**config.mk**
```make
export PLATFORM = sky130hd
export DESIGN_NAME = alu_sequencer
export DESIGN_NICKNAME = d
export VERILOG_FILES = /design/src/rtl/alu_sequencer.sv
export SDC_FILE = /design/constraint.sdc
export NUM_CORES = 1
export LEC_CHECK = 0
export ABC_CLOCK_PERIOD_IN_PS = 4550
export BUFFER_PORTS_ARGS = -buffer_cell sky130_fd_sc_hd__buf_2
export CORE_MARGIN = 4
export CORE_UTILIZATION = 38
export DETAILED_ROUTE_END_ITERATION = 10
export SYNTH_ARGS = -nofsm -noshare
export SYNTH_HDL_FRONTEND = slang
export SYNTH_SLANG_ARGS = --single-unit
```
**constraint.sdc**
```tcl
create_clock -name clk -period 4.55 [get_ports clk]
set_input_delay 1.365 -clock clk [delete_from_list [all_inputs] [get_ports clk]]
set_output_delay 1.365 -clock clk [all_outputs]
set_load 0.05 [all_outputs]
```
**src/rtl/alu_sequencer.sv**
```systemverilog
// alu_sequencer: decodes instruction words, drives the ALU from a 16x32 register file and writes results back
module alu_sequencer #(
  parameter int unsigned MUL_EXTRA = 1
) (
  input  logic        clk,
  input  logic        rst_n,
  input  logic        instr_valid,
  input  logic [31:0] instr,
  output logic        instr_ready,
  output logic [31:0] alu_in1,
  output logic [31:0] alu_in2,
  output logic [3:0]  alu_opcode,
  output logic [3:0]  alu_cond,
  output logic        alu_s,
  output logic [2:0]  alu_sr_cont,
  output logic [4:0]  alu_sr_bit,
  output logic [15:0] alu_imm,
  input  logic [31:0] alu_out,
  input  logic [3:0]  alu_flags,
  input  logic        alu_cond_met,
  output logic [3:0]  flags_q,
  output logic        retire,
  output logic [15:0] retire_count,
  input  logic [3:0]  dbg_addr,
  output logic [31:0] dbg_data
);
  typedef enum logic [1:0] {IDLE, EXEC, MULW} state_t;
  localparam logic [2:0] MUL_LOAD = 3'(MUL_EXTRA == 0 ? 0 : MUL_EXTRA - 1);
  state_t      r_state;
  logic [3:0]  r_op, r_cond, r_rd, r_rn, r_rm;
  logic        r_s;
  logic [4:0]  r_sr_bit;
  logic [2:0]  r_sr_cont, r_cnt;
  logic [15:0] r_imm;
  logic [31:0] r_rf [16];
  logic        w_movi, w_mul_wait, w_last, w_wr_reg, w_wr_flags;
  assign w_movi      = instr[31:28] == 4'b0110;
  assign w_mul_wait  = r_op == 4'b0010 && MUL_EXTRA > 0;
  assign w_last      = (r_state == EXEC && !w_mul_wait) || (r_state == MULW && r_cnt == 3'd0);
  assign w_wr_reg    = alu_cond_met && (r_op <= 4'b0111 || r_op == 4'b1101);
  assign w_wr_flags  = alu_cond_met && ((r_op <= 4'b0101 && r_s) || r_op == 4'b1011);
  assign instr_ready = r_state == IDLE;
  assign alu_in1     = r_rf[r_rn];
  assign alu_in2     = r_rf[r_rm];
  assign alu_opcode  = r_op;
  assign alu_cond    = r_cond;
  assign alu_s       = r_s;
  assign alu_sr_cont = r_sr_cont;
  assign alu_sr_bit  = r_sr_bit;
  assign alu_imm     = r_imm;
  assign dbg_data    = r_rf[dbg_addr];
  always_ff @(posedge clk or negedge rst_n) begin
    if (!rst_n) begin
      r_state      <= IDLE;
      r_op         <= '0;
      r_cond       <= '0;
      r_s          <= 1'b0;
      r_rd         <= '0;
      r_rn         <= '0;
      r_rm         <= '0;
      r_sr_bit     <= '0;
      r_sr_cont    <= '0;
      r_imm        <= '0;
      r_cnt        <= '0;
      flags_q      <= '0;
      retire       <= 1'b0;
      retire_count <= '0;
      for (int i = 0; i < 16; i++) r_rf[i] <= '0;
    end else begin
      retire <= w_last;
      if (w_last) begin
        retire_count <= retire_count + 16'd1;
        if (w_wr_reg) r_rf[r_rd] <= alu_out;
        if (w_wr_flags) flags_q <= alu_flags;
      end
      case (r_state)
        IDLE: if (instr_valid) begin
          r_op      <= instr[31:28];
          r_cond    <= instr[27:24];
          r_s       <= instr[23];
          r_rd      <= instr[19:16];
          r_rn      <= w_movi ? 4'd0 : instr[15:12];
          r_rm      <= w_movi ? 4'd0 : instr[11:8];
          r_sr_bit  <= w_movi ? 5'd0 : instr[7:3];
          r_sr_cont <= w_movi ? 3'd0 : instr[2:0];
          r_imm     <= w_movi ? instr[15:0] : 16'd0;
          r_state   <= EXEC;
        end
        EXEC: begin
          r_state <= w_mul_wait ? MULW : IDLE;
          r_cnt   <= MUL_LOAD;
        end
        MULW: begin
          r_state <= r_cnt == 3'd0 ? IDLE : MULW;
          r_cnt   <= r_cnt - 3'd1;
        end
        default: r_state <= IDLE;
      endcase
    end
  end
endmodule

```
==> results.txt <==
Most frequent cells in the layout -> dfrtp_1, mux2_2, mux4_2
First-pass GRT wire length -> 160000 um
GR Overflow Total -> 0
IO buf count -> 223
CP max-delay cell -> mux4_2
Die Area -> 0.0925 mm^2
Share of cells above drive strength 1 -> 0.550
Core Rows -> 108
Cell mode on critical path -> buf_12
Syn Nets -> 2326
Hold_ws -> 0.474 ns
Die X -> 304 um
Final setup viols -> 0
Sum Neg Setup Slack -> 0 ns
Antenna violations before repair -> 5
PD cells -> 690 mW/mm^2
Post-synth top flop -> dfrtp_1
I/O pins -> 227
Hold buffers post-CTS -> 0
Fin. max-slew vios -> 0
Max Cap Viol -> 0
Transition time of the tightest slew-check pin -> 1.13 ns
Routed vias/inst -> 6.23
DP Cell Count -> 3506
Post-DP HPWL -> 63600 um
Clk slew on worst S/H paths -> 0.05 ns
CTS resizes -> 0
Min-delay worst type -> flip-flop to flip-flop
Area Overhead vs Synth -> 16.8%
Post-synth EDFFs -> 0
RD Place Congestion -> 0.796
GRT Total Usage -> 0.230
Via count -> 22700
CP Capture Type -> output port
Req. time, crit path -> 3.18 ns
Clock Tree Root -> clkbuf_16
CP startpoint kind -> input pin
Number of global-route vias before repair -> 24200
CTS max path bufs -> 3
Post-DR wirelength/cell -> 29.5 um
Place WS -> 0.101 ns
Syn Inst Count -> 2243
H-tree depth reported by CTS -> 3
CP Cell Sequence -> clkbuf_8 > buf_12 > buf_12 > mux4_2 > a22oi_1 > nand2_1 > buf_2
Commonest non-fill, non-tap cell in the layout -> dfrtp_1
Routed Antenna Nets -> 0
Final instance area -> 0.0389 mm^2
Unrepaired setup endpoints after global routing -> no
Post-place instance area -> 0.0364 mm^2
Routed WL -> 107000 um
1st-pass router iterations -> 5
Nets -> 2513
Layout fillers -> 7596
Worst skew pair latency -> 0.61 ns
Die Ht -> 304 um
CTS Buf Count -> 70
Average size of a mapped cell -> 14.9 um^2
CTS sink count -> 583
Fmax -> 226 MHz
Status -> finished, final reports clean
Worst Skew -> 0.0215 ns
FF+latch count, synth -> 583
Maximum vdd drop -> 0.000600 V
CTS tree -> built
Synth Cell Area -> 0.0333 mm^2
Final min period -> 4.42 ns
Fraction of the yosys area taken by sequential cells -> 0.438
Tcrit/Tclk final -> 0.972
Number of remaining DRC errors -> 0
Core Box Area -> 0.0869 mm^2
Largest net degree at the start of global routing -> 104
Non-Filler Instances -> 3644
Max transition margin -> 0.244
Crit-path max FO -> 13
Data arrival, critical path -> 3.06 ns
Initial Util -> 0.383
Netlist cell types -> 36
Synth Warn # -> 0
Leak pwr -> 17.4 nW
DRT iter0 DRCs -> 1635
Final WS setup -> 0.126 ns
Crit Path Category -> input pin to output port
Slowest stage delay, CP -> 0.52 ns
Final Hold Viols -> 0
FFs w/ async S/R, synth -> 1.00
==> critical path: cells and delay by family <==
family	cells	cell delay (ns)
muxes	1	0.52
AOI/OAI and AO/OA	1	0.26
and+or+nand+nor	1	0.10
buffers and inverters	4	0.78
==> report_power, final <==
group	internal, mW	total [mW]	switching [mW]
registers	6.70	8.29	1.59
clock network	3.72	6.02	2.30
logic	5.39	12.6	7.18
==> path summary, 6_finish.rpt <==
check	start	end	slack [ns]	cells past startpoint
min in group asynchronous	rst_n	r_rf[488]$_DFFE_PN0P_	0.88	1
hold / removal	alu_cond[3]$_DFFE_PN0P_	alu_cond[3]$_DFFE_PN0P_	0.47	2
setup / recovery	dbg_addr[0]	dbg_data[23]	0.13	7
setup reg to reg	r_state[1]$_DFFE_PN0P_	r_rf[208]$_DFFE_PN0P_	1.03	7
hold reg to reg	alu_cond[3]$_DFFE_PN0P_	alu_cond[3]$_DFFE_PN0P_	0.47	2
max in group asynchronous	rst_n	r_rf[242]$_DFFE_PN0P_	2.62	2
==> sequential cells by signal, indices dropped and copies added, names as in the netlist, 2 cells and up <==
| register | flops |
|---|---|
| alu_cond | 4 |
| alu_imm | 16 |
| alu_opcode | 4 |
| alu_sr_bit | 5 |
| alu_sr_cont | 3 |
| flags_q | 4 |
| r_cnt | 3 |
| r_rd | 4 |
| r_rf | 512 |
| r_rm | 4 |
| r_rn | 4 |
| r_state | 2 |
| retire_count | 16 |
==> layer usage <==
layer,wire [um],global-route usage,up-vias
li1,-,-,9264
met1,42600,0.301,12200
met2,52000,0.376,1032
met3,8700,0.0524,240
met4,4020,0.0853,2
met5,13,0,-
==> timing repair <==
item | CTS | global route
setup endpoints to repair | 0 | 1
buffers inserted | 0 | 7
endpoints found under the hold margin | 0 | 0
==> cell families after synthesis <==
group                      count (synthesis)  synth area share
muxes                                    901             0.434
DFF                                      583             0.438
and+or+nand+nor                          270            0.0386
AOI/OAI and AO/OA                        235            0.0507
buffers and inverters                    232            0.0318
xor gates and xnor gates                  15           0.00394
adders and majority gates                  7           0.00263
==> synthesized netlist by cell type (all sizes together), types with 2 or more instances <==
library cell	number	area, um^2
dfrtp	583	14600
mux2	517	5820
mux4	384	8650
a22oi	192	1440
nand2	191	717
clkbuf	122	458
buf	101	569
o21ai	37	185
nor2	18	67.6
nand3	17	105
xnor2	14	123
nand4	10	62.6
inv	9	33.8
nor2b	8	50.1
ha	7	87.6
and2	5	31.3
nand3b	5	37.5
nand4b	5	104
nand2b	3	18.8
nor4bb	3	30.0
and4	2	17.5
==> through the flow <==
| step | power (mW) | util |
|---|---|---|
| finish | 26.9 | 0.448 |
| global route | 28.1 | 0.448 |
| CTS | 27.0 | 0.447 |
| detailed placement | 20.9 | 0.419 |
| global placement | 20.5 | 0.419 |
| floorplan | 16.9 | - |
==> layout make-up <==
type	count	area [um^2]	area share
Timing Repair Buffer	338	2540	0.0653
Inverter	9	33.8	0.000868
Multi-Input combinational cell	1428	17800	0.457
Clock inverter	24	379	0.00974
Clock buffer	102	2100	0.0539
Tap cell	1155	1450	0.0371
Antenna cell	5	12.5	0.000322
Sequential cell	583	14600	0.375
Power figures use the tool's default switching activity.
